===== src/rtl/div_iter.sv =====
// rtl/div_iter.sv - iterative 32-bit radix-2 restoring divider with divide-by-zero and annul handling
module div_iter (
    input  logic        clk,
    input  logic        rst,
    input  logic        signed_div_i,
    input  logic [31:0] opdata1_i,
    input  logic [31:0] opdata2_i,
    input  logic        start_i,
    input  logic        annul_i,
    output logic [63:0] result_o,
    output logic        ready_o
);

    typedef enum logic [1:0] {S_IDLE, S_BYZERO, S_BUSY, S_DONE} state_t;

    state_t      r_state;
    logic [5:0]  r_cnt;
    logic [64:0] r_work;
    logic [31:0] r_divisor;
    logic [31:0] r_dividend;
    logic        r_neg1;
    logic        r_neg2;

    logic        w_op1_neg;
    logic        w_op2_neg;
    logic [31:0] w_op1_mag;
    logic [31:0] w_op2_mag;
    logic [64:0] w_shift;
    logic [33:0] w_trial;
    logic [64:0] w_next_work;
    logic [31:0] w_quo;
    logic [31:0] w_rem;
    logic [31:0] w_quo_fix;
    logic [31:0] w_rem_fix;

    assign w_op1_neg = signed_div_i & opdata1_i[31];
    assign w_op2_neg = signed_div_i & opdata2_i[31];
    assign w_op1_mag = w_op1_neg ? (32'd0 - opdata1_i) : opdata1_i;
    assign w_op2_mag = w_op2_neg ? (32'd0 - opdata2_i) : opdata2_i;

    // Partial remainder stays below 2*divisor after the shift, so 34 bits hold the trial and its borrow.
    assign w_shift     = r_work << 1;
    assign w_trial     = {1'b0, w_shift[64:32]} - {2'b00, r_divisor};
    assign w_next_work = w_trial[33] ? w_shift : {w_trial[32:0], w_shift[31:1], 1'b1};

    assign w_quo     = w_next_work[31:0];
    assign w_rem     = w_next_work[63:32];
    assign w_quo_fix = (r_neg1 ^ r_neg2) ? (32'd0 - w_quo) : w_quo;
    assign w_rem_fix = r_neg1 ? (32'd0 - w_rem) : w_rem;

    always_ff @(posedge clk) begin
        if (rst) begin
            r_state    <= S_IDLE;
            r_cnt      <= 6'd0;
            r_work     <= 65'd0;
            r_divisor  <= 32'd0;
            r_dividend <= 32'd0;
            r_neg1     <= 1'b0;
            r_neg2     <= 1'b0;
            result_o   <= 64'd0;
            ready_o    <= 1'b0;
        end else begin
            case (r_state)
                S_IDLE: begin
                    ready_o <= 1'b0;
                    if (start_i && !annul_i) begin
                        if (opdata2_i == 32'd0) begin
                            r_dividend <= opdata1_i;
                            r_state    <= S_BYZERO;
                        end else begin
                            r_work    <= {33'd0, w_op1_mag};
                            r_divisor <= w_op2_mag;
                            r_neg1    <= w_op1_neg;
                            r_neg2    <= w_op2_neg;
                            r_cnt     <= 6'd0;
                            r_state   <= S_BUSY;
                        end
                    end
                end
                S_BYZERO: begin
                    result_o <= {r_dividend, 32'hFFFF_FFFF};
                    ready_o  <= 1'b1;
                    r_state  <= S_DONE;
                end
                S_BUSY: begin
                    if (annul_i) begin
                        ready_o <= 1'b0;
                        r_state <= S_IDLE;
                    end else begin
                        r_work <= w_next_work;
                        r_cnt  <= r_cnt + 6'd1;
                        if (r_cnt == 6'd31) begin
                            result_o <= {w_rem_fix, w_quo_fix};
                            ready_o  <= 1'b1;
                            r_state  <= S_DONE;
                        end
                    end
                end
                S_DONE: begin
                    if (annul_i || !start_i) begin
                        ready_o <= 1'b0;
                        r_state <= S_IDLE;
                    end
                end
                default: begin
                    ready_o <= 1'b0;
                    r_state <= S_IDLE;
                end
            endcase
        end
    end

endmodule


===== config.mk =====
export PLATFORM = sky130hd
export DESIGN_NAME = div_iter
export DESIGN_NICKNAME = d
export VERILOG_FILES = /design/src/rtl/div_iter.sv
export SDC_FILE = /design/constraint.sdc
export NUM_CORES = 1
export LEC_CHECK = 0
export BUFFER_PORTS_ARGS = -buffer_cell sky130_fd_sc_hd__buf_2
export CAP_MARGIN = 20
export CORE_ASPECT_RATIO = 0.5
export CORE_UTILIZATION = 30
export CTS_BUF_LIST = sky130_fd_sc_hd__clkbuf_4 sky130_fd_sc_hd__clkbuf_8
export DETAILED_ROUTE_END_ITERATION = 8
export PLACE_DENSITY_LB_ADDON = 0.12
export SLEW_MARGIN = 40
export SYNTH_ARGS = -nofsm -noshare
export SYNTH_HDL_FRONTEND = slang
export SYNTH_SLANG_ARGS = --single-unit

===== constraint.sdc =====
create_clock -name clk -period 5.9 [get_ports clk]
set_input_delay 1.18 -clock clk [delete_from_list [all_inputs] [get_ports clk]]
set_output_delay 1.18 -clock clk [all_outputs]
set_load 0.05 [all_outputs]

==> flow_summary.yaml, run 1 <==
outcome:
  status: "finished, final reports clean"
final_layout:
  drive_gt1_share_pct: 14.2
  fill_cells: 4598
  final_nets: 1976
  syn2layout_area_growth_pct: 15.4
  post-route-util_pct: 35.4
  stdcell_area_um2: 15000
  finalNonFillerCells: 2463
placement:
  buffer_ports.inserted: 133
  dp_hpwl_mm: 34.5
  place_inst: 2402
  routabilityCongestion: 0.835
  place_area_um2: 14300
detailed_routing:
  top_signal_layer_used: "met4"
  vias_per_cell: 5.20
  wl_met2_mm: 19.8
  drt_pre_antenna_iters: 5
  routed_wl_mm: 46.1
  antenna_left: 0
  post-route-drc-count: 0
  drt_iter0_drc: 813
  vias: 12804
  met1_length_mm: 23.6
  wl_met3_mm: 2.10
  routed_wire_length_per_instance_um: 18.7
clocking:
  clock-root-buffer: "clkbuf_8"
  clk_pin_slew_ps: 60
  cts_buffer_depth: 3
  cts_setup_buffers: 0
  cts_tree: "built"
  numCtsBuffers: 37
  clkSinkCount: 203
  postCtsHoldBufs: 0
  cts-resized-gates: 0
  htreeDepth: 2
  insertion_delay_ps: 580
grt:
  grt_max_degree: 96
  globalRouteTotalUtil_pct: 20.8
  overflow: 0
  grt_pass1_vias: 11796
  grt_first_pass_wirelength_mm: 71.4
  antenna_found_initial: 1
timing:
  tns_ps: 0
  setup_viol: 0
  period_needed_ps: 4660
  rsz0062_at_grt: "false"
  slew_viol_final: 0
  slew_headroom_pct: 43.6
  fin_skew_ps: 38.3
  hold_viol_final: 0
  whs_ps: 450
  tightest_slew_ps: 843
  fin_crit_sh_pct: 79.0
  fmax_ghz: 0.215
synth:
  synthesis.area_um2: 13000
  ys_seq_elements: 203
  yosys-top-cells-area: "dfxtp_1 31%, nand2_1 7.7%, a21oi_1 7.1%, nor2_1 6.2%, xnor2_1 4.6%"
  ys_types: 85
  syn_nets: 1881
  yosys.area.top_type_share_pct: 31.2
  async_flop_share_pct: 0
  synth_seq_area_share_pct: 31.2
  yosysWarnings: 0
  ys.flop_type: "dfxtp_1"
  netlist_instances: 1770
  synth_area_leader_cell: "dfxtp_1"
  synth_edf_count: 0
  syn_avg_cell_area_um2: 7.35
power:
  peakVddDrop_uv: 126
  power_density_nw_per_um2: 376
  leakage_uw: 0.00582
worst_setup_path:
  required_ps: 6320
  cp.arrival_ps: 5080
  worstPathMaxFanout: 5
  cp-end-kind: "flip-flop"
  start_kind: "flip-flop"
  worst-setup-path-type: "flip-flop to flip-flop"
die:
  num_rows: 53
  dieHeight_um: 149
  core_area_um2: 42400
  io_pins: 134
  start_util_pct: 30.7
  die_x_um: 296
  die-area_um2: 44200
run:
  drv_cap: 0
min_path:
  hold_path_class: "flip-flop to flip-flop"
## path summary, 6_finish.rpt
kind                                      end  cells after the start  slack (ps)     startpoint
worst max-delay path             result_o[63]                     15        1240     r_work[31]
worst min-delay path            r_divisor[31]                      2         450  r_divisor[31]
worst max register to register   result_o[63]                     15        1240     r_work[31]
worst min register to register  r_divisor[31]                      2         450  r_divisor[31]
## kinds of logic (layout without fill, tap and decap cells)
family,count (synthesis),count (layout),share of synthesized area (%)
adders and majority gates,42,42,4.10
and+or+nand+nor,678,678,23.4
buffers and inverters,175,289,5.24
DFF,203,203,31.2
other,0,2,0
xor gates and xnor gates,125,125,8.42
AOI/OAI and AO/OA,536,536,26.8
muxes,11,11,0.856
## worst max-delay path: stages, from the launching register on
cell	delay [ps]
dfxtp_1	400
inv_1	130
ha_1	250
fa_1	420
nand2b_1	230
a21oi_1	260
o2111ai_1	130
buf_4	180
a2111oi_1	720
o41ai_1	150
buf_4	180
a2111oi_0	520
nand4_1	270
o41ai_2	420
xor2_1	190
o22ai_1	80
## layout make-up
cell class	instances	area, µm²	area share (%)
Sequential cell	203	4060	27.1
Clock buffer	54	674	4.49
Inverter	68	255	1.70
Antenna cell	2	5.00	0.0333
Multi-Input combinational cell	1392	8340	55.5
Tap cell	577	722	4.81
Clock inverter	4	50.0	0.333
Timing Repair Buffer	163	905	6.03
## where the power goes
group	internal (µW)	total, µW	leakage (µW)	switching (µW)
registers	1550	1690	0.00165	147
clock network	769	1420	0.000378	650
logic	794	2530	0.00379	1740
## state kept, by name (all words and copies together), names as in the netlist
name,count
r_work,64
r_cnt,6
r_state,2
result_o,64
r_divisor,32
r_neg1,1
ready_o,1
r_neg2,1
r_dividend,32
## cells in the mapped netlist (13+ instances only)
master and number:
or3_1 21, nor2_1 214, dfxtp_1 203, nor3_1 39, nor4_1 18, nand2_1 266
a211oi_1 77, nand3_1 17, and2_1 15, nand2b_1 13, a21oi_1 184, a22oi_1 27
ha_1 41, o211ai_1 22, inv_1 67, xor2_1 57, buf_2 13, xnor2_1 68
clkbuf_1 89, and3_1 20, o21ai_0 80, o31ai_1 16
## stage by stage
step | total power (µW) | setup WS (ps)
2_1_floorplan | 3510 | 1550
3_3_place_gp | 4250 | 887
3_5_place_dp | 4240 | 824
4_1_cts | 5680 | 1270
5_1_grt | 6020 | 800
6_report | 5640 | 1240
## per-layer routing
layer	vias up	global-route usage (%)
met5	-	0
met4	0	4.05
met3	53	3.35
met2	241	31.7
met1	6034	30.6
li1	6476	-
## layout by cell type (no fill, tap or decap), types with 15 or more instances in the layout
cell type,count
o211ai_1,22
a21oi_1,182
nand3_1,17
nor4_1,17
o31ai_1,16
a211oi_1,77
nor2_1,211
buf_2,132
and3_1,20
xor2_1,57
ha_1,40
clkbuf_8,43
nor3_1,39
dfxtp_1,203
nand2_1,266
inv_1,67
a22oi_1,27
or3_1,21
xnor2_1,67
and2_1,15
buf_4,29
o21ai_0,80
No activity file was read; power rests on OpenSTA's default activity.
==> inputs of run 2 (changes only) <==
- clock period: 5.9 -> 4 ns (I/O delays scaled with it)
==> run 2 against run 1 <==
Effect of this change: sequential power up 47%; critical path depth down 1; design area up 7.6%; cell count up 4.4%; core utilization up 2.7 points; worst hold slack better by 4.5 ps; clock skew down 9.1 ps; non-clock buffer count up 106; flip-flop and latch count unchanged; maximum frequency up 20%; die area unchanged; setup slack worse by 1100 ps.
==> flow_summary.yaml, run 2 (synthesis gave the netlist of run 1 again) <==
outcome:
  status: "finished, final reports clean"
final_layout:
  syn2layout_area_growth_pct: 24.2
  final_nets: 2081
  multiInputGateArea_um2: 8630
  drive_gt1_share_pct: 21.9
  largestRegisters: "r_work (64), result_o (64)"
  final_cell_mix: "266 x nand2_1, 209 x nor2_1, 190 x dfxtp_1"
  post-route-util_pct: 38.1
  register_area_um2: 4080
  stdcell_area_um2: 16200
  final_common_cell: "nand2_1"
  fill_cells: 4494
detailed_routing:
  routed_wire_length_per_instance_um: 18.5
  vias: 13033
  drt_pre_antenna_iters: 5
  routed_wl_mm: 47.6
  antenna_left: 0
  vias_per_cell: 5.07
  drt_iter0_drc: 905
  post-route-drc-count: 0
clocking:
  htreeDepth: 2
  clock-root-buffer: "clkbuf_8"
  insertion_delay_ps: 580
  cts_tree: "built"
  numCtsBuffers: 36
  cts_buffer_depth: 3
  clkSinkCount: 203
  clk_pin_slew_ps: 60
  postCtsHoldBufs: 0
worst_setup_path:
  worst-setup-path-type: "flip-flop to flip-flop"
  path_buf_inv: 2
  worstPathMaxFanout: 6
  path_delay_family: "compound AO/OA/AOI/OAI gates"
  path_cells: "ha_4 -> nor2b_4 -> buf_4 -> o21a_4 -> o21a_1 -> or3_4 -> a222oi_1 -> nand4_1 -> a21bo_2 -> or3b_4 -> buf_6 -> o41ai_4 -> xor2_1 -> o22ai_1"
  crit_slowest_cell: "a222oi_1"
  r2r_start: "r_work[32]"
  crit_cells: 14
  start_kind: "flip-flop"
  required_ps: 4430
  startpoint: "r_work[32]"
  worstRegToRegCells: 14
  cp.arrival_ps: 4310
  slowest_delay_ps: 480
  cp-end-kind: "flip-flop"
grt:
  globalRouteTotalUtil_pct: 21.2
  overflow: 0
  antenna_found_initial: 1
  grt_first_pass_wirelength_mm: 72.7
  grt_max_degree: 92
  grt_pass1_vias: 12209
die:
  io_pins: 134
  die-area_um2: 44200
  core_area_um2: 42400
  num_rows: 53
  dieHeight_um: 149
  die_x_um: 296
  start_util_pct: 30.7
timing:
  fin_skew_ps: 29.1
  slew_viol_final: 0
  fin_crit_sh_pct: 97.0
  whs_ps: 455
  setup_viol: 0
  period_needed_ps: 3880
  hold_viol_final: 0
  tns_ps: 0
  rsz0062_at_grt: "true"
  slew_headroom_pct: 49.1
  tightest_slew_ps: 754
  setup_slack_ps: 120
  fmax_ghz: 0.258
min_path:
  hold_path_class: "flip-flop to flip-flop"
  hold_depth: 2
  hp-start: "r_divisor[31]"
placement:
  routabilityCongestion: 0.872
  buffer_ports.inserted: 133
  dp_hpwl_mm: 35.6
  place_area_um2: 15100
  place_worst_setup_slack_ps: -4.05
run:
  drv_cap: 0
power:
  leakage_uw: 0.00643
  peakVddDrop_uv: 214
  power_density_nw_per_um2: 541
run 2: path summary, 6_finish.rpt:
check,end,slack (ps)
max,result_o[63],120
min,r_divisor[31],450
max reg2reg,result_o[63],120
min reg2reg,r_divisor[31],450
run 2: worst reg2reg max path: stages, from the launching register on:
cell      delay (ps)
dfxtp_2          400
ha_4             220
nor2b_4          120
buf_4            130
o21a_4           210
o21a_1           200
or3_4            400
a222oi_1         480
nand4_1          220
a21bo_2          280
or3b_4           430
buf_6            140
o41ai_4          210
xor2_1           180
o22ai_1          100
run 2: what timing repair did:
action                                  4_1_cts  5_1_grt
pin swaps                                     1       26
gates resized for setup                       3       75
endpoints found under the setup margin        3       17
buffers inserted                              0        8
run 2: stage by stage:
step                total power, µW  cells
detailed placement             6560   2502
global placement               6560   2500
floorplan                      5200   1770
CTS                            8640   2563
global route                   9340   2570
finish                         8740   2571
run 2: power by group:
part           leakage, µW  switching [µW]  total [µW]  internal (µW)
clock network     0.000379             966        2030           1060
logic              0.00440            2710        4220           1510
registers          0.00165             209        2490           2280
total              0.00643            3890        8740           4860
run 2: layout make-up:
type / instances / area share, %
diodes: 1 / 0.0155
clock buffers: 55 / 4.11
clock inverters: 6 / 0.263
inverters: 68 / 1.60
multi-input cells: 1392 / 53.5
flip-flops and latches: 203 / 25.3
well taps: 577 / 4.47
repair buffers: 269 / 10.8
run 2: routing by layer:
layer / wire (µm) / GRT usage [%] / part of all wire, % / up-vias
met5: 18 / 0 / 0.038 / -
met3: 2290 / 4.07 / 4.8 / 62
met1: 24100 / 30.6 / 51 / 6040
met2: 20300 / 32.3 / 43 / 251
li1: - / - / - / 6678
met4: 865 / 4.92 / 1.8 / 2
==> inputs of run 3 (changes only) <==
- BUFFER_PORTS_ARGS: -buffer_cell sky130_fd_sc_hd__buf_2 -> not set
- CTS_BUF_LIST: sky130_fd_sc_hd__clkbuf_4 sky130_fd_sc_hd__clkbuf_8 -> sky130_fd_sc_hd__clkbuf_16
- DONT_BUFFER_PORTS: not set -> 1
==> run 3 against run 2 <==
Effect of this change: clock skew down 9.2 ps; largest cell class unchanged; non-clock buffer count down 145; highest routed layer is now met4; total power down 0.26%; combinational power down 16%.
==> flow_summary.yaml, run 3 (synthesis gave the netlist of run 1 again) <==
placement:
  routabilityCongestion: 0.849
  dp_hpwl_mm: 35.6
  buffer_ports.inserted: 0
detailed_routing:
  antenna_left: 0
  drt_iter0_drc: 728
  vias_per_cell: 5.14
  post-route-drc-count: 0
  routed_wire_length_per_instance_um: 19.4
  vias: 12363
  drt_pre_antenna_iters: 5
  routed_wl_mm: 46.6
grt:
  overflow: 0
  antenna_found_initial: 1
  globalRouteTotalUtil_pct: 20.8
  grt_pass1_vias: 11602
  grt_first_pass_wirelength_mm: 71.3
  grt_max_degree: 196
timing:
  slew_headroom_pct: 49.5
  setup_viol: 0
  fin_crit_sh_pct: 95.5
  fmax_ghz: 0.262
  period_needed_ps: 3820
  fin_skew_ps: 19.9
  tns_ps: 0
  tightest_slew_ps: 758
  slew_viol_final: 0
  hold_viol_final: 0
power:
  p_int_uw: 4990
  switching_share_pct: 42.8
  finalPower_uw: 8720
  power_frac_comb_pct: 40.5
  pwr-share-seq_pct: 33.6
  switchingPower_uw: 3730
  leakage_uw: 0.00573
  peakVddDrop_uv: 207
  power_frac_clock_pct: 25.9
  power_density_nw_per_um2: 568
worst_setup_path:
  required_ps: 4430
  slowest_delay_ps: 430
  crit_slowest_cell: "or3b_4"
  worstPathMaxFanout: 6
  path_cells: "ha_1 -> o211a_1 -> buf_4 -> o21a_4 -> o21a_1 -> or3_4 -> a222oi_1 -> nand4_1 -> a21bo_2 -> or3b_4 -> o41ai_4 -> xor2_1 -> o22ai_1"
  worst-setup-path-type: "flip-flop to flip-flop"
  start_kind: "flip-flop"
  cp-end-kind: "flip-flop"
  startpoint: "r_work[35]"
  cp.arrival_ps: 4250
  r2r_start: "r_work[35]"
final_layout:
  syn2layout_area_growth_pct: 18.0
  final_common_cell: "nand2_1"
  largestRegisters: "r_work (64), result_o (64)"
  drive_gt1_share_pct: 13.3
  final_cell_mix: "266 x nand2_1, 210 x nor2_1, 197 x dfxtp_1"
  final_nets: 1923
  num_antenna_cells: 0
  fill_cells: 4503
clocking:
  clkSinkCount: 203
  clock-root-buffer: "clkbuf_16"
  htreeDepth: 1
  cts_buffer_depth: 3
  numCtsBuffers: 23
  insertion_delay_ps: 560
  clk_pin_slew_ps: 70
  cts_tree: "built"
min_path:
  hold_path_class: "input pin to flip-flop"
  hp-start: "rst"
die:
  die-area_um2: 44200
  start_util_pct: 30.7
  io_pins: 134
  core_area_um2: 42400
  num_rows: 53
  die_x_um: 296
  dieHeight_um: 149
run:
  drv_cap: 0
outcome:
  status: "finished, final reports clean"
==> run 3: cell types whose count changed in the layout (fill, tap and decap cells not counted), sizes merged <==
cell	before	now
buf	269	124
bufinv	0	4
clkinv	3	10
clkbuf	55	23
diode	1	0
inv	70	72
==> run 3: per-stage QoR <==
stage | instance area (µm²) | utilization [%] | hold WS, ps | instances | setup slack [ps]
4_1_cts | 15100 | 35.7 | 297 | 2402 | 14.9
2_1_floorplan | 13000 | - | 432 | 1770 | 24.0
3_3_place_gp | 14300 | 33.8 | 439 | 2359 | -134
6_report | 15300 | 36.2 | 325 | 2406 | 181
3_5_place_dp | 14300 | 33.8 | 441 | 2360 | -27.8
5_1_grt | 15300 | 36.2 | 301 | 2406 | -5.84
==> run 3: worst max-delay path, delay by kind of cell (launching register included) <==
family	cells	cell delay (ps)
adder cells (fa/ha/maj)	1	390
XOR/XNOR	1	190
AND/OR/NAND/NOR	3	1010
flip-flops	1	330
AO/OA/AOI/OAI	7	1660
buffers and inverters	1	140
==> run 3: area by class of cell <==
type                       instances  area, µm²  share of cell area (%)
multi-input combinational       1392       8530                    55.6
sequential                       203       4070                    26.5
timing repair buffer             124        988                    6.44
tap                              577        722                    4.70
clock buffer                      23        576                    3.75
inverter                          68        258                    1.68
clock inverter                    19        203                    1.32
==> run 3: timing repair <==
item	4_1_cts	5_1_grt
hold buffers	0	0
pin swaps	0	12
setup endpoints to repair	1	21
gates resized for setup	2	46
setup buffers	0	4
==> run 3: worst paths after layout <==
check	depth (start not counted)	to	slack (ps)
worst max register to register	13	result_o[63]	180
worst min-delay path	1	result_o[42]	330
worst max-delay path	13	result_o[63]	180
worst min register to register	2	r_dividend[7]	460
==> run 3: routing by layer <==
layer  global-route usage (%)  vias to the layer above  share of wire [%]
li1                         -                     6362                  -
met1                     30.3                     5705                 50
met2                     31.3                      247                 43
met3                     3.67                       49                5.2
met4                     5.08                        0                2.2
met5                        0                        -                  0
==> run 3: power groups by stage <==
stage               logic (µW)  registers [µW]  clock network (µW)
detailed placement        3420            2980                   0
global placement          3420            2980                   0
CTS                       3440            2940                2330
finish                    3530            2930                2260
global route              3910            2970                2400
floorplan                 2310            2890                   0
